<file path="config.mk">
export PLATFORM = sky130hd
export DESIGN_NAME = dmem_ctrl
export DESIGN_NICKNAME = d
export VERILOG_FILES = /design/src/rtl/dmem_pkg.sv /design/src/rtl/dmem_lane.sv /design/src/rtl/dmem_ctrl.sv
export SDC_FILE = /design/constraint.sdc
export NUM_CORES = 1
export LEC_CHECK = 0
export CORE_MARGIN = 2
export CORE_UTILIZATION = 36
export CTS_BUF_LIST = sky130_fd_sc_hd__clkbuf_16
export DETAILED_ROUTE_END_ITERATION = 8
export MAX_ROUTING_LAYER = met4
export PLACE_DENSITY = 0.68
export SLEW_MARGIN = 25
export SYNTH_ARGS = -nofsm -noshare
export SYNTH_HDL_FRONTEND = slang
export SYNTH_SLANG_ARGS = --single-unit
</file>
<file path="constraint.sdc">
create_clock -name clk -period 3 [get_ports clk]
set_input_delay 0.3 -clock clk [delete_from_list [all_inputs] [get_ports clk]]
set_output_delay 0.3 -clock clk [all_outputs]
set_load 0.05 [all_outputs]
</file>
<file path="src/rtl/dmem_pkg.sv">
// Shared types for the data-memory access unit: FSM states, access sizes,
// byte-enable constants and the core-flag decoder.
package dmem_pkg;

    typedef enum logic [1:0] {IDLE, REQ, DONE, ERR} state_t;

    typedef enum logic [1:0] {SZ_BYTE, SZ_HALF, SZ_WORD} size_t;

    typedef struct packed {
        size_t size;
        logic  sgn;
        logic  store;
        logic  ok;
    } acc_t;

    localparam logic [3:0] BE_ALL = 4'b1111;
    localparam logic [3:0] BE_LO  = 4'b0011;
    localparam logic [3:0] BE_HI  = 4'b1100;

    // f = {lw, lhu, lbu, lh, lb, sw, sh, sb}; ok requires exactly one flag
    // and a flag direction that agrees with dm_r/dm_w.
    function automatic acc_t decode_flags(input logic [7:0] f, input logic rd, input logic wr);
        acc_t a;
        a.store = |f[2:0];
        a.sgn   = f[3] | f[4];
        a.size  = (f[2] | f[7])        ? SZ_WORD :
                  (f[1] | f[4] | f[6]) ? SZ_HALF : SZ_BYTE;
        a.ok    = (f != 8'd0) && ((f & (f - 8'd1)) == 8'd0) &&
                  !(a.store && rd) && !(!a.store && wr);
        return a;
    endfunction

endpackage

</file>
<file path="src/rtl/dmem_lane.sv">
// Byte-lane steering: store lane placement/replication and load
// extraction with sign or zero extension.
module dmem_lane
    import dmem_pkg::*;
(
    input  logic [1:0]  st_off,
    input  size_t       st_size,
    input  logic [31:0] rt,
    output logic [3:0]  be,
    output logic [31:0] wdata,
    input  logic [1:0]  ld_off,
    input  size_t       ld_size,
    input  logic        ld_sgn,
    input  logic [31:0] rdata,
    output logic [31:0] ldata
);

    logic [7:0]  ld_byte;
    logic [15:0] ld_half;

    always_comb begin
        be    = BE_ALL;
        wdata = rt;
        case (st_size)
            SZ_BYTE: begin
                be    = 4'b0001 << st_off;
                wdata = {4{rt[7:0]}};
            end
            SZ_HALF: begin
                be    = st_off[1] ? BE_HI : BE_LO;
                wdata = {2{rt[15:0]}};
            end
            default: begin
                be    = BE_ALL;
                wdata = rt;
            end
        endcase
    end

    always_comb begin
        ld_byte = rdata[{ld_off, 3'b000} +: 8];
        ld_half = ld_off[1] ? rdata[31:16] : rdata[15:0];
        case (ld_size)
            SZ_BYTE: ldata = {{24{ld_sgn & ld_byte[7]}}, ld_byte};
            SZ_HALF: ldata = {{16{ld_sgn & ld_half[15]}}, ld_half};
            default: ldata = rdata;
        endcase
    end

endmodule

</file>
<file path="src/rtl/dmem_ctrl.sv">
// Data-memory access unit: turns the core's single-cycle load/store into an
// SRAM req/ack cycle, stalls the core meanwhile, flags misalignment/timeouts.
module dmem_ctrl
    import dmem_pkg::*;
#(
    parameter int MEM_AW      = 11,
    parameter int TIMEOUT_CYC = 16
) (
    input  logic              clk,
    input  logic              rst,
    input  logic              ena,
    input  logic              dm_ena,
    input  logic              dm_r,
    input  logic              dm_w,
    input  logic [31:0]       dm_addr,
    input  logic [31:0]       dm_data_w,
    input  logic              sb_flag,
    input  logic              sh_flag,
    input  logic              sw_flag,
    input  logic              lb_flag,
    input  logic              lh_flag,
    input  logic              lbu_flag,
    input  logic              lhu_flag,
    input  logic              lw_flag,
    output logic [31:0]       dm_data,
    output logic              stall,
    output logic              addr_err,
    output logic              bus_err,
    output logic              mem_req,
    output logic              mem_we,
    output logic [3:0]        mem_be,
    output logic [MEM_AW-1:0] mem_addr,
    output logic [31:0]       mem_wdata,
    input  logic [31:0]       mem_rdata,
    input  logic              mem_ack
);

    localparam int CNT_W = $clog2(TIMEOUT_CYC + 1);

    state_t             state, state_nx;
    acc_t               acc;
    logic               launch, misalign, tmo;
    logic [1:0]         off_q;
    size_t              size_q;
    logic               sgn_q;
    logic [31:0]        data_q;
    logic [CNT_W-1:0]   cnt;
    logic [3:0]         st_be;
    logic [31:0]        st_wdata, ld_data;
    logic               unused_addr_hi;

    assign unused_addr_hi = ^dm_addr[31:MEM_AW+2];

    always_comb begin
        acc = decode_flags({lw_flag, lhu_flag, lbu_flag, lh_flag,
                            lb_flag, sw_flag, sh_flag, sb_flag}, dm_r, dm_w);
        misalign = (acc.size == SZ_HALF && dm_addr[0]) ||
                   (acc.size == SZ_WORD && dm_addr[1:0] != 2'b00);
        launch   = (state == IDLE) && ena && dm_ena && (dm_r || dm_w);
        // Ack on the last allowed cycle still wins over the timeout.
        tmo      = (state == REQ) && !mem_ack && (cnt == CNT_W'(TIMEOUT_CYC - 1));
    end

    always_comb begin
        state_nx = state;
        case (state)
            IDLE: if (launch) state_nx = (acc.ok && !misalign) ? REQ : ERR;
            REQ:  if (mem_ack || tmo) state_nx = DONE;
            DONE: if (ena) state_nx = IDLE;
            ERR:  if (ena) state_nx = IDLE;
            default: state_nx = IDLE;
        endcase
    end

    assign stall    = launch || (state == REQ);
    assign mem_req  = (state == REQ);
    assign addr_err = (state == ERR) && ena;
    assign dm_data  = (state == DONE) ? data_q : 32'd0;

    dmem_lane u_lane (
        .st_off  (dm_addr[1:0]),
        .st_size (acc.size),
        .rt      (dm_data_w),
        .be      (st_be),
        .wdata   (st_wdata),
        .ld_off  (off_q),
        .ld_size (size_q),
        .ld_sgn  (sgn_q),
        .rdata   (mem_rdata),
        .ldata   (ld_data)
    );

    always_ff @(posedge clk or negedge rst) begin
        if (!rst) begin
            state     <= IDLE;
            mem_we    <= 1'b0;
            mem_be    <= 4'd0;
            mem_addr  <= '0;
            mem_wdata <= 32'd0;
            off_q     <= 2'd0;
            size_q    <= SZ_BYTE;
            sgn_q     <= 1'b0;
            data_q    <= 32'd0;
            cnt       <= '0;
            bus_err   <= 1'b0;
        end else begin
            state   <= state_nx;
            bus_err <= tmo;
            if (launch) begin
                mem_we    <= acc.store;
                mem_be    <= acc.store ? st_be : BE_ALL;
                mem_addr  <= dm_addr[MEM_AW+1:2];
                mem_wdata <= acc.store ? st_wdata : 32'd0;
                off_q     <= dm_addr[1:0];
                size_q    <= acc.size;
                sgn_q     <= acc.sgn;
                cnt       <= '0;
            end
            if (state == REQ) begin
                if (mem_ack)
                    data_q <= mem_we ? 32'd0 : ld_data;
                else if (tmo)
                    data_q <= 32'd0;
                else
                    cnt <= cnt + CNT_W'(1);
            end
        end
    end

endmodule
</file>
---- Word level (Yosys, flattened, before mapping) ----
Index checks and enable logic that the tools add are counted.
word-level totals
  register bits ........................... 93
  input bits .............................. 111
  output and inout bits ................... 84
  logic and storage cells ................. 88
cells by class
  add/sub/neg operators ................... 2
  eq/ne operators ......................... 10
  shifts and indexed selects .............. 2
  multiplexer cells ....................... 22
  bitwise gates (word level) .............. 7
  reduce and logical (&&, ||, !) cells .... 34
operators with widths
  cell                                                   number
  2-to-1 mux 32 bit                                      5
  case mux 32 bit (2 select lines)                       2
  indexed part select 32 x 6 -> 8 bit                    1
  2-to-1 mux 5 bit                                       4
  2-to-1 mux 16 bit                                      1
  logical AND 1 bit                                      14
  2-to-1 mux 2 bit                                       5
  AND 8 bit                                              1
  logical NOT 8 bit                                      1
  2-to-1 mux 4 bit                                       2
  case mux 4 bit (2 select lines)                        1
  nonzero test 8 bit                                     1
  subtractor 8 x 1 -> 8 bit, second input constant       1
  == test 2 x 1 -> 1 bit, second input constant          3
  == test 2 bit, second input constant                   3
  logical NOT 2 bit                                      3
  case mux 2 bit (3 select lines)                        1
  adder 5 x 1 -> 5 bit, second input constant            1
  == test 5 x 4 -> 1 bit, second input constant          1
  logical NOT 1 bit                                      5
  logical OR 1 bit                                       4
  inequality test 2 x 1 -> 1 bit, second input constant  2
  OR 1 bit                                               4
  nonzero test 2 bit                                     2
  other kinds (8)                                        9

---- Logic depth before layout (Yosys ltp) ----
Gate-level depths: netlist of run 1.
  depth in word-level cells ............... 12
  gate-level depth with buffers ........... 7
  depth with buffers taken out ............ 7

---- By module ----
A second synthesis of run 1 with hierarchy kept.
second synthesis, totals
  cell total of the unflattened synthesis .. 624
  area, all modules ....................... 5233.8 um^2
modules (own cells, without submodules)
  module     times used  cells an instance  area each (um^2)  seq. area each (um^2)
  dmem_ctrl  1           468                4078.9            2327.2
  dmem_lane  1           156                1154.9            0.0

---- Worst setup path after synthesis of run 1 ----
No wires, ideal clock.
  path type ............................... register -> register
  start ................................... register state[1]
  end ..................................... register data_q[22]
  library setup time ...................... 66 ps
  arrival time ............................ 1837 ps
  required time ........................... 2934 ps
  path slack .............................. 1097 ps
  stages on the path, launching flop included .. 7
  buffers on the path ..................... 1
  clock period less this slack ............ 1903 ps
  path through ............................ dfrtp_1 > nand2b_4 > inv_1 > nand3b_2 > nor2_1 > buf_2 > a221o_1
between the ends
  word-level cells in the longest chain between the ends .. 5
ends and longest elaborated chain
  item                                      RTL line          source
  start: declaration                        dmem_ctrl.sv:40   state_t state, state_nx;
  start signal: assignment                  dmem_ctrl.sv:107  state <= state_nx;
  == test 2 x 1 -> 1 bit (*)                n/a
  net mem_req                               dmem_ctrl.sv:29   output logic mem_req,
  logical AND 1 bit (2 in series)           dmem_ctrl.sv:61   tmo = (state == REQ) && !mem_ack && (cnt == CNT_W'(TIMEOUT_CYC - 1));
  nonzero test 2 bit (no source line)       n/a
  AND reduction 2 bit (no source line) (*)  n/a
  end signal: assignment                    dmem_ctrl.sv:121  data_q <= mem_we ? 32'd0 : ld_data;
  end: declaration                          dmem_ctrl.sv:46   logic [31:0] data_q;
Mark *: on every way through the listed nets, which the timed path passes. The rest lies on a longest branch.
A chain may end at the register's enable or synchronous reset.

---- Final worst setup path of run 1 ----
  start ................................... register state[1]
  end ..................................... output mem_req
between the ends
  word-level cells in the longest chain between the ends .. 1
ends and longest elaborated chain
  item                    RTL line         source
  == test 2 x 1 -> 1 bit  dmem_ctrl.sv:76  assign mem_req = (state == REQ);
  end: declaration        dmem_ctrl.sv:29
No other way between the ends.

==> run metrics, run 1 <==
Overflow after GRT 0; Antenna diodes 0; Cell Pwr Density between 800 and 900 nW/um^2; chip width 119 microns; worst slew pin tran 824 ps; placed cell count roughly 840; share of the synthesized area in the top cell type 0.491; Syn Area/Cell 9.23 sq um; RSZ-0062 raised after global routing no; IO Count 195; post-route ant nets 0; adder-cell share of the synthesized area 0.00740; FF-to-FF End cnt[3]$_DFF_PN0_; status finished clean; Critical Path End Type primary output; Vias 4503; global-route wire length before repair 23.6 mm; dominant cell type by area after synthesis dfrtp_1; routed len/inst 17.3 microns; worst path arrival time 2010 ps; H-Tree Level Count 3; Post-synth EDFFs 0; number of global-route vias before repair about 4600; R2R depth 7; FFs w/ async S/R, synth 1.00; CP Class register to primary output; area of the multi-input gates between 2000 and 2500 sq um; layout cells sized above 1 0.100; total power 5.63 mW; synth warn 0; CTS tree built; worst vdd ir 0.469 mV; Area Growth Syn to Fin 46.0%; hold path cells 2; sequential area share after synthesis 0.491; Root Buffer clkbuf_16; cts hold-fix bufs 1; final hold vios 0; Final Net Count 789; Startpoint Class register; Final period util 0.769; port bufs 175; initial DRC count about 330; initial antenna violation count 0; fin cells 852; Min-Delay Endpoint data_q[9]$_DFFE_PN0P_; Synth Area in XOR/XNOR 0.00185; Crit Path Max Fanout 8; Max Slew Vio Count 0; clock slew at reported path FFs approximately 60 ps; Net Count, Synth approximately 630; Routed WL 14.7 mm; post-route core utilization 0.544; detailed placement HPWL 10.9 mm; post-cts sizing count 0; Max-cap violations 0; RePlAce Congestion between 0.8 and 0.9; post-route minimum period 2310 ps; Register Area 2330 sq um; min-delay src data_q[9]$_DFFE_PN0P_; mux cell area share after synthesis 0.0613; via/cell ratio 5.29; Worst R2R Setup Slack 750 ps; Worst EP required 2700 ps; Post-Syn Area roughly 4700 sq um; die area about 14000 sq um; CORE AREA 12700 sq um; Num Clock Sinks between 90 and 100; Max Fclk 434 MHz; Tot GR Track Use 0.216; Cell Rows 41; worst hold path class register to register; Synth cell types 47; post-synthesis compound-gate area fraction 0.188; final setup vio count 0; number of synthesized register bits 93; final setup skew 6.32 ps; Leak Pwr 3.09 nW; CTS buffer count 9; Max transition margin 0.449; simple-gate share of the synthesized area 0.210; Setup TNS 0 ps; commonest register cell after synthesis dfrtp_1; clock buffer depth 2; Die H 119 microns; DRC Markers 0; largest net degree at the start of global routing 55; largest family of logic cells by synthesized area simple AND/OR/NAND/NOR gates; clk_lat worst skew around 340 ps; worst reg2reg startpoint cnt[0]$_DFF_PN0_; Cells after Synth 513; postcts setup bufs 0; drt first pass iters 4; Filler cells roughly 1200; synth top area cells dfrtp_1 49%, nand2_1 9.1%, mux2i_1 6.1%, o21ai_0 5.8%, and2_1 4.2%; starting density of the core 0.372; hold slack final 472 ps
[through the flow]
step | worst slack [ps] | area [sq um]
after floorplan | 1100 | 4740
after global placement | 689 | 6660
after detailed placement | 646 | 6660
after CTS | 679 | 6920
after global routing | 615 | 6920
final | 693 | 6920
[report_power, final]
| part | total [mW] | switching [mW] | internal, mW |
|---|---|---|---|
| registers | 1.99 | 0.301 | 1.69 |
| logic | 2.64 | 1.65 | 0.994 |
| clock network | 0.997 | 0.455 | 0.542 |
| total | 5.63 | 2.40 | 3.23 |
[critical path, cell delays in order, from the launching register on]
cell and delay (ps):
dfrtp_1 470, nand2b_4 200, inv_1 150, clkdlybuf4s50_1 840
[Yosys cell counts (all sizes together), types with 11 or more instances]
| library cell | count |
|---|---|
| nand2 | 115 |
| dfrtp | 93 |
| o21ai | 56 |
| and2 | 32 |
| mux2i | 29 |
| clkbuf | 25 |
| nor2 | 25 |
| a221o | 16 |
| a21oi | 13 |
| a31oi | 12 |
| a22o | 11 |
| nor3 | 11 |
[state kept, by name, indices dropped and copies added, names as in the netlist]
name,flops
mem_be,4
bus_err,1
state,2
off_q,2
cnt,5
size_q,2
mem_we,1
data_q,32
sgn_q,1
mem_addr,11
mem_wdata,32
[worst max-delay path by stage]
| stage | cells after the start | to | from |
|---|---|---|---|
| final | 3 | mem_req | state[1]$_DFFE_PN0P_ |
| after global routing | 7 | cnt[3]$_DFF_PN0_ | cnt[0]$_DFF_PN0_ |
| after CTS | 3 | mem_req | state[1]$_DFFE_PN0P_ |
| after detailed placement | 5 | mem_be[3]$_DFFE_PN0P_ | ena |
| after global placement | 5 | mem_be[2]$_DFFE_PN0P_ | ena |
| after floorplan | 6 | data_q[22]$_DFFE_PN0P_ | state[1]$_DFFE_PN0P_ |
[layout by cell type, fill, tap and decap left out, types with 12 or more instances in the layout]
cell,n
clkdlybuf4s50_1,141
nand2_1,115
dfrtp_1,93
o21ai_0,55
buf_4,36
and2_1,32
mux2i_1,29
nor2_1,25
a221o_1,16
a31oi_1,12
a21oi_1,12
[routing by layer]
metal / GRT usage / routed length, microns / share of wire / vias to the layer above
li1: - / - / - / 2142
met1: 0.272 / 6440 / 0.44 / 2156
met2: 0.341 / 6880 / 0.47 / 186
met3: 0.0598 / 1140 / 0.078 / 19
met4: 0.0595 / 248 / 0.017 / 0
met5: - / 0 / 0 / -
[final cells by class]
cell class | count | area share
flip-flops and latches | 93 | 0.337
multi-input cells | 379 | 0.322
repair buffers | 187 | 0.271
clock buffers | 9 | 0.0326
well taps | 172 | 0.0311
clock inverters | 6 | 0.00362
inverters | 6 | 0.00326
[cell families (layout without fill, tap and decap cells)]
kind of cell,count (synthesis),count (layout)
flip-flops,93,93
buffers and inverters,41,208
multiplexers,29,29
AO/OA/AOI/OAI,134,134
AND/OR/NAND/NOR,212,212
adder cells (fa/ha/maj),3,3
XOR/XNOR,1,1
No activity file was read; power rests on OpenSTA's default activity.
==> run 2, diff against run 1 <==
==> constraint.sdc (replaced) <==
create_clock -name clk -period 2.3 [get_ports clk]
set_input_delay 0.23 -clock clk [delete_from_list [all_inputs] [get_ports clk]]
set_output_delay 0.23 -clock clk [all_outputs]
set_load 0.05 [all_outputs]
==> run 2 against run 1 <==
  * Die area is the same
  * Worst setup slack lost 400 ps
  * Global-route usage is 0.15 points higher
  * Via count is 1.0% higher
  * First-iteration DRC count shrank 23%
  * Sequential power grew 30%
  * Wire length rose by 0.82%
  * Worst hold slack got worse by 53 ps
  * Clock-buffer cell count unchanged
  * Power rose by 36%
  * Critical path type is now input pin to primary output
  * Largest cell class unchanged
==> run metrics, run 2 (same netlist as run 1, synthesis figures left out) <==
post-route core utilization 0.577 (was 0.544); IO Count 195 (unchanged); starting density of the core 0.372 (unchanged); worst slew pin tran 729 ps (was 824 ps); total power 7.68 mW (was 5.63 mW); final setup vio count 0 (unchanged); DRC Markers 0 (unchanged); Critical Path End Type primary output (unchanged); port bufs 175 (unchanged); Max-cap violations 0 (unchanged); Root Buffer clkbuf_16 (unchanged); Antenna diodes 0 (unchanged); final hold vios 0 (unchanged); clock buffer depth 2 (unchanged); initial antenna violation count 0 (unchanged); CTS tree built (unchanged); Crit Path Max Fanout 5 (was 8); routed len/inst 17.2 microns (was 17.3 microns); worst path arrival time 1780 ps (was 2010 ps); detailed placement HPWL 11.2 mm (was 10.9 mm); CTS buffer count 9 (unchanged); Max transition margin 0.514 (was 0.449); Tot GR Track Use 0.217 (was 0.216); Final Net Count 799 (was 789); Routed WL 14.8 mm (was 14.7 mm); Num Clock Sinks 93 (unchanged); Area Growth Syn to Fin 55.1% (was 46.0%); number of global-route vias before repair 4661 (was 4562); post-route ant nets 0 (unchanged); Startpoint Class input pin (was register); Cell Rows 41 (unchanged); Min-Delay Endpoint mem_addr[7]$_DFFE_PN0P_ (was data_q[9]$_DFFE_PN0P_); status finished clean (unchanged); final setup skew 4.83 ps (was 6.32 ps); Die H 119 microns (unchanged); layout cells sized above 1 0.117 (was 0.100); Max Slew Vio Count 0 (unchanged); Vias 4550 (was 4503); CORE AREA 12700 sq um (unchanged); global-route wire length before repair 23.7 mm (was 23.6 mm); chip width 119 microns (unchanged); hold slack final 419 ps (was 472 ps); commonest non-fill, non-tap cells in the layout 139 x clkdlybuf4s50_1, 115 x nand2_1, 93 x dfrtp_1 (was 141 x clkdlybuf4s50_1, 115 x nand2_1, 93 x dfrtp_1); Worst R2R Setup Slack 440 ps (was 750 ps); initial DRC count 254 (was 329); Final WS setup 294 ps (was 693 ps); RePlAce Congestion 0.939 (was 0.868); Largest regs data_q (32), mem_wdata (32), mem_addr (11) (unchanged); Setup TNS 0 ps (unchanged); Cell Pwr Density 1050 nW/um^2 (was 814 nW/um^2); largest net degree at the start of global routing 56 (was 55); Filler cells 1148 (was 1206); commonest non-fill, non-tap cell in the layout clkdlybuf4s50_1 (unchanged); FF-to-FF End data_q[18]$_DFFE_PN0P_ (was cnt[3]$_DFF_PN0_); die area 14100 sq um (unchanged); Max Fclk 498 MHz; worst hold path class input pin to register (was register to register); clk_lat worst skew 330 ps (was 340 ps); hold path cells 3 (was 2); Overflow after GRT 0 (unchanged); worst reg2reg startpoint size_q[1]$_DFFE_PN0P_ (was cnt[0]$_DFF_PN0_); worst vdd ir 0.698 mV (was 0.469 mV); Worst EP required 2070 ps (was 2700 ps); Final period util 0.872; R2R depth 4 (was 7); CP Class input pin to primary output (was register to primary output); H-Tree Level Count 3 (unchanged); dpl ws 165 ps (was 646 ps); via/cell ratio 5.27 (was 5.29); RSZ-0062 raised after global routing no (unchanged); Leak Pwr 3.24 nW (was 3.09 nW); post-route minimum period 2010 ps; drt first pass iters 4 (unchanged); clock slew at reported path FFs 60 ps (about the same); min-delay src dm_addr[9] (was data_q[9]$_DFFE_PN0P_)
[run 2: cell types whose count changed in the layout (fill, tap and decap cells not counted), sizes merged]
| cell | before | now |
|---|---|---|
| clkinvlp | 0 | 2 |
| clkdlybuf4s50 | 141 | 139 |
| bufinv | 0 | 1 |
| dlymetal6s2s | 0 | 1 |
| buf | 45 | 56 |
| clkinv | 3 | 1 |
[run 2: what timing repair did]
| item | 4_1_cts | 5_1_grt |
|---|---|---|
| hold buffers | 1 | 0 |
| setup endpoints to repair | 0 | 2 |
| buffers inserted | 0 | 0 |
| endpoints found under the hold margin | 54 | 0 |
| gates resized for setup | 0 | 2 |
[run 2: how the worst max path moves through the flow]
stage	start	cells past startpoint	slack, ps	end
after floorplan	state[1]$_DFFE_PN0P_	6	400	data_q[22]$_DFFE_PN0P_
after global placement	ena	6	200	mem_wdata[28]$_DFFE_PN0P_
after detailed placement	ena	6	160	mem_wdata[10]$_DFFE_PN0P_
after CTS	state[1]$_DFFE_PN0P_	3	70	mem_req
after global routing	state[1]$_DFFE_PN0P_	5	160	dm_data[0]
final	ena	6	290	stall
[run 2: area by class of cell]
class | instances | area [sq um] | area share
multi-input combinational | 379 | 2230 | 0.304
tap | 172 | 215 | 0.0293
clock buffer | 9 | 225 | 0.0307
inverter | 6 | 22.5 | 0.00307
sequential | 93 | 2330 | 0.317
timing repair buffer | 197 | 2260 | 0.308
clock inverter | 7 | 60.1 | 0.00818
[run 2: routing by layer]
metal,part of all wire,global-route usage,vias to the layer above
li1,-,-,2155
met1,0.43,0.267,2173
met2,0.47,0.355,202
met3,0.081,0.0526,20
met4,0.016,0.0640,0
met5,0,-,-
[run 2: power by group]
group	leakage (nW)	internal [mW]	switching, mW	total (mW)
sequential	1.19	2.20	0.379	2.58
clock	0.143	0.827	0.595	1.42
combinational	1.91	1.47	2.20	3.67
total	3.24	4.50	3.18	7.68
[run 2: per-stage QoR]
step,cells,cell area (sq um)
6_report,863,7340
5_1_grt,863,7340
4_1_cts,863,7340
3_5_place_dp,846,7040
3_3_place_gp,846,7040
2_1_floorplan,513,4740
[run 2: worst max-delay path: stages]
cell	delay (ps)
clkdlybuf4s50_1	510
o211ai_1	120
buf_4	160
or3_2	470
nand2_1	140
buf_12	150
==> run 3, diff against run 2 <==
--- a/config.mk
+++ b/config.mk
@@ -6,11 +6,12 @@
 export NUM_CORES = 1
 export LEC_CHECK = 0
 export CORE_MARGIN = 2
-export CORE_UTILIZATION = 36
+export CORE_UTILIZATION = 43
 export CTS_BUF_LIST = sky130_fd_sc_hd__clkbuf_16
 export DETAILED_ROUTE_END_ITERATION = 8
+export HOLD_SLACK_MARGIN = 0.02
 export MAX_ROUTING_LAYER = met4
-export PLACE_DENSITY = 0.68
+export PLACE_DENSITY = 0.79
 export SLEW_MARGIN = 25
 export SYNTH_ARGS = -nofsm -noshare
 export SYNTH_HDL_FRONTEND = slang
==> run 3 against run 2 <==
  * First-iteration DRC count shrank 11%
  * Final area is 0.51% lower
  * Sequential share of layout area rose by 0.16 points
  * Critical endpoint unchanged
==> run metrics, run 3 (same netlist as run 1, synthesis figures left out) <==
Crit Path Max Fanout 10 (was 5); final setup skew 6.63 ps (was 4.83 ps); CP Class register to primary output (was input pin to primary output); clock buffer depth 2 (unchanged); post-route minimum period 2030 ps (was 2010 ps); worst hold path class input pin to register (unchanged); Max transition margin 0.543 (was 0.514); drt first pass iters 5 (was 4); Final WS setup 270 ps (was 294 ps); commonest non-fill, non-tap cells in the layout 139 x clkdlybuf4s50_1, 115 x nand2_1, 93 x dfrtp_1 (unchanged); worst slew pin tran 684 ps (was 729 ps); initial antenna violation count 0 (unchanged); Cell Pwr Density 1050 nW/um^2 (about the same); Setup TNS 0 ps (unchanged); Largest regs data_q (32), mem_wdata (32), mem_addr (11) (unchanged); Max-cap violations 0 (unchanged); Final Net Count 800 (was 799); chip width 109 microns (was 119 microns); final setup vio count 0 (unchanged); global-route wire length before repair 23.2 mm (was 23.7 mm); Area Growth Syn to Fin 54.3% (was 55.1%); Cell Rows 38 (was 41); commonest non-fill, non-tap cell in the layout clkdlybuf4s50_1 (unchanged); Startpoint Class register (was input pin); Num Clock Sinks 93 (unchanged); postcts setup bufs 0 (unchanged); CORE AREA 10800 sq um (was 12700 sq um); Max Fclk 493 MHz (was 498 MHz); starting density of the core 0.439 (was 0.372); post-route ant nets 0 (unchanged); H-Tree Level Count 3 (unchanged); status finished clean (unchanged); routed len/inst 17.4 microns (was 17.2 microns); Critical Path End Type primary output (unchanged); initial DRC count 226 (was 254); CTS tree built (unchanged); Die H 109 microns (was 119 microns); Leak Pwr 3.25 nW (was 3.24 nW); Final period util 0.882 (was 0.872); Filler cells 856 (was 1148); die area 11900 sq um (was 14100 sq um); Root Buffer clkbuf_16 (unchanged); clk_lat worst skew 340 ps (was 330 ps); worst path arrival time 1800 ps (was 1780 ps); CTS buffer count 9 (unchanged); largest net degree at the start of global routing 51 (was 56); RePlAce Congestion 0.869 (was 0.939); Max Slew Vio Count 0 (unchanged); DRC Markers 0 (unchanged); dpl ws 174 ps (was 165 ps); detailed placement HPWL 10.8 mm (was 11.2 mm); layout cells sized above 1 0.120 (was 0.117); final hold vios 0 (unchanged); Antenna diodes 0 (unchanged); Vias 4613 (was 4550); port bufs 175 (unchanged); worst vdd ir 0.733 mV (was 0.698 mV); Routed WL 14.5 mm (was 14.8 mm); Tot GR Track Use 0.260 (was 0.217); IO Count 195 (unchanged); clock slew at reported path FFs 70 ps (was 60 ps); number of global-route vias before repair 4617 (was 4661); Worst EP required 2070 ps (about the same); RSZ-0062 raised after global routing no (unchanged); Overflow after GRT 0 (unchanged); via/cell ratio 5.54 (was 5.27)
==> run 3: report_power, final <==
part	leakage, nW	internal (mW)	switching, mW
Clock	0.145	0.827	0.616
Combinational	1.92	1.47	2.23
Sequential	1.19	2.20	0.355
Total	3.25	4.50	3.20
==> run 3: cell type report <==
type	instances	area, sq um	area share
well taps	140	175	0.0240
inverters	6	22.5	0.00308
multi-input cells	379	2230	0.305
clock buffers	9	225	0.0308
clock inverters	7	58.8	0.00805
flip-flops and latches	93	2330	0.318
repair buffers	198	2270	0.310
==> run 3: final timing paths <==
| kind | start | to | slack, ps | depth (start not counted) |
|---|---|---|---|---|
| min reg2reg | mem_addr[3]$_DFFE_PN0P_ | mem_addr[3]$_DFFE_PN0P_ | 480 | 2 |
| max | state[0]$_DFFE_PN0P_ | stall | 270 | 3 |
| min | dm_addr[10] | mem_addr[8]$_DFFE_PN0P_ | 420 | 3 |
| min in group asynchronous | rst | data_q[3]$_DFFE_PN0P_ | 480 | 2 |
| max reg2reg | cnt[0]$_DFF_PN0_ | cnt[3]$_DFF_PN0_ | 400 | 8 |
| max in group asynchronous | rst | size_q[0]$_DFFE_PN0P_ | 1030 | 3 |
==> run 3: layer usage <==
layer / GRT usage / wire length, microns
met1: 0.315 / 5970
met2: 0.428 / 6960
met3: 0.0622 / 1340
met4: 0.0852 / 236
met5: - / 0
==> run 3: worst max-delay path, stage by stage (launching register included) <==
cell and delay (ps):
dfrtp_1 510, or3_2 640, nand2_1 160, buf_12 150
==> run 3: repair_timing <==
action,4_1_cts,5_1_grt
resized for setup,0,1
hold endpoints to repair,48,0
hold buffers,1,0
setup endpoints to repair,0,1
==> run 3: stage by stage <==
stage	hold slack (ps)	power, mW	std cells	utilization	cell area, sq um
after CTS	416	7.75	832	0.677	7300
after global routing	427	8.08	832	0.677	7310
after global placement	283	6.19	815	0.649	7010
after floorplan	-65.6	4.81	513	-	4740
final	418	7.70	832	0.677	7310
after detailed placement	297	6.28	815	0.649	7010
==> patch, RTL diff (flow settings as in run 2) <==
Make the reset (`rst`) synchronous in one clocked block.
--- a/src/rtl/dmem_ctrl.sv
+++ b/src/rtl/dmem_ctrl.sv
@@ -91,5 +91,5 @@
     );
 
-    always_ff @(posedge clk or negedge rst) begin
+    always_ff @(posedge clk) begin
         if (!rst) begin
             state     <= IDLE;
Behaviour: differs if rst is asserted again (counterexample within 4 cycles, from zero or initial values and one cycle with rst low); with rst held inactive, the same outputs for 10 cycles.
==> patch against run 2 <==
  * Non-clock buffer count is 5 lower
  * Sequential share of layout area is 5.5 points lower
  * Routed wire length grew 0.87%
  * Synthesized area decreased by 4.3%
  * Core utilization increased by 0.74 points
  * Worst setup slack lost 0.13 ns
  * Design area is 3.2% lower
  * Sequential cell count unchanged
  * Via count grew 4.0%
  * Register-to-register slack got worse by 0.28 ns
  * Highest routed layer unchanged
Power is not compared: it rests on default switching activity, and its combinational part moved more than twofold at a synthesized area within 25%.
==> patch: results (changes against run 2) <==
layout cells sized above 1=12.06% (was 11.72%); GRT Overall Usage=22.87% (was 21.72%); Via density=5.373 (was 5.272); number of global-route vias before repair=4552 (was 4661); drt initial violations=246 (was 254); fill count=1101 (was 1148); synth top area cells=dfxtp_1 41%, nand2_1 7.7%, a21boi_0 5.5%, o21ai_0 5.4%, and2_1 4.7% (was dfrtp_1 49%, nand2_1 9.1%, mux2i_1 6.1%, o21ai_0 5.8%, and2_1 4.2%); DRT Wirelength=14960 µm (was 14830 µm); worst rel slew slack=48.17% (was 51.38%); syn_nets=663 (was 626); CP arrival=2.37 ns (was 1.78 ns); CTS clk-pin slew, worst paths=~0.070 ns; CTS H-tree lvls=3 (unchanged); Final Util=58.47% (was 57.73%); leakage=2.581 nW; clk_lat worst skew=0.34 ns; CTS resizes=0 (unchanged); post-DP HPWL=11170 µm (was 11220 µm); cell count after placement=865 (was 846); worst-path fanout max=7 (was 5); clk root buf=clkbuf_16 (unchanged); Nets=821 (was 799); Cell variety after synth=47 (unchanged); Worst path slowest cell=or4b_2 (was clkdlybuf4s50_1); number of port buffers=175 (unchanged); area post-placement=0.006788 mm² (was 0.007041 mm²); syn avg cell area=8.242 µm² (was 9.232 µm²); Synth top cells by count=93 x dfxtp_1, 93 x nand2_1, 49 x o21ai_0 (was 115 x nand2_1, 93 x dfrtp_1, 55 x o21ai_0); Synth warnings=0 (unchanged); Synth async-reset ratio=0% (was 100.0%); Top Family by Delay on Critical Path=simple AND/OR/NAND/NOR gates (was buffers and inverters); largest net degree at the start of global routing=51 (was 56); status=finished clean (unchanged); Setup WS pre-CTS=0.1632 ns (was 0.1648 ns); worst min path class=in -> reg (unchanged); router iterations before antenna repair=5 (was 4); pins over their slew limit=0 (unchanged); Bufs on Longest Clock Path=2 (unchanged); initial antenna violation count=0 (unchanged); Peak VDD IR=approximately 0.31 mV; clock buffer count from CTS=9 (unchanged); n_diodes=0 (unchanged); via count=4734 (was 4550); skew final=0.009503 ns (was 0.004830 ns); sequential element share of the synthesized area=41.07% (was 49.14%); max incr delay on CP=0.71 ns (was 0.51 ns); cell internal pwr=0.002958 W; top flop regs=data_q x32, mem_wdata x32, mem_addr x11 (unchanged); buffer count from post-CTS setup fixing=0 (unchanged); first-pass GRT wire length=23290 µm (was 23720 µm); prevailing post-synth register cell=dfxtp_1 (was dfrtp_1); RePlAce Congestion=0.8768 (was 0.9387)
-- patch: cell count changes in the layout (fill, tap and decap cells not counted), moves of 12 or more --
cell      change
nor2b_1      +19
mux2i_1      -22
nand3_1      +14
nor2_1       -12
a21boi_0     +33
dfrtp_1      -93
nand2_1      -23
dfxtp_1      +93
-- patch: logic make-up (layout without fill, tap and decap cells) --
kind of cell / after synthesis / count (layout) / synth area share, %
and+or+nand+nor: 218 / 218 / 23.85
AOI/OAI and AO/OA: 166 / 166 / 25.15
DFF: 93 / 93 / 41.07
buffers and inverters: 52 / 215 / 4.665
muxes: 18 / 18 / 4.527
adders and majority gates: 2 / 2 / 0.5519
xor gates and xnor gates: 1 / 1 / 0.1932
-- patch: worst min-delay path, delay by kind of cell --
kind | cells | cell delay [ns]
and+or+nand+nor | 2 | 0.16
buffers and inverters | 1 | 0.23
-- patch: final timing paths --
check,start,end,slack [ns],cells past startpoint
setup / recovery,cnt[0]$_SDFF_PN0_,cnt[4]$_SDFF_PN0_,0.16,7
hold / removal,rst,bus_err$_SDFF_PN0_,0.32,3
setup reg to reg,cnt[0]$_SDFF_PN0_,cnt[4]$_SDFF_PN0_,0.16,7
hold reg to reg,data_q[8]$_SDFFE_PN0P_,data_q[8]$_SDFFE_PN0P_,0.45,2
-- patch: per-layer routing --
layer	vias to the layer above	wire [µm]	GRT usage (%)
met5	-	0	-
met4	0	348	8.968
met3	26	1368	6.279
met2	208	6922	35.01
met1	2230	6315	28.77
li1	2270	-	-
-- patch: final cells by class --
type                       instances  share of cell area (%)
tap                              168                   2.956
inverter                           7                  0.3695
clock inverter                     7                   1.373
clock buffer                       9                   3.167
multi-input combinational        405                   34.81
timing repair buffer             192                   31.15
sequential                        93                   26.18
-- patch: per-stage QoR --
| stage | hold slack [ns] | total power, W |
|---|---|---|
| after global placement | 0.4306 | 0.002488 |
| after CTS | 0.3317 | 0.004111 |
| after floorplan | 0.3068 | 0.002128 |
| after detailed placement | 0.4365 | 0.002499 |
| final | 0.3223 | 0.004081 |
| after global routing | 0.3737 | 0.004239 |
-- patch: power groups by stage --
stage                     clock network, W  registers, W  logic [W]
final                              0.00162       0.00170   0.000762
after global routing               0.00172       0.00171   0.000814
after CTS                          0.00164       0.00170   0.000765
after detailed placement                 0       0.00174   0.000760
after global placement                   0       0.00174   0.000752
after floorplan                          0       0.00186   0.000266
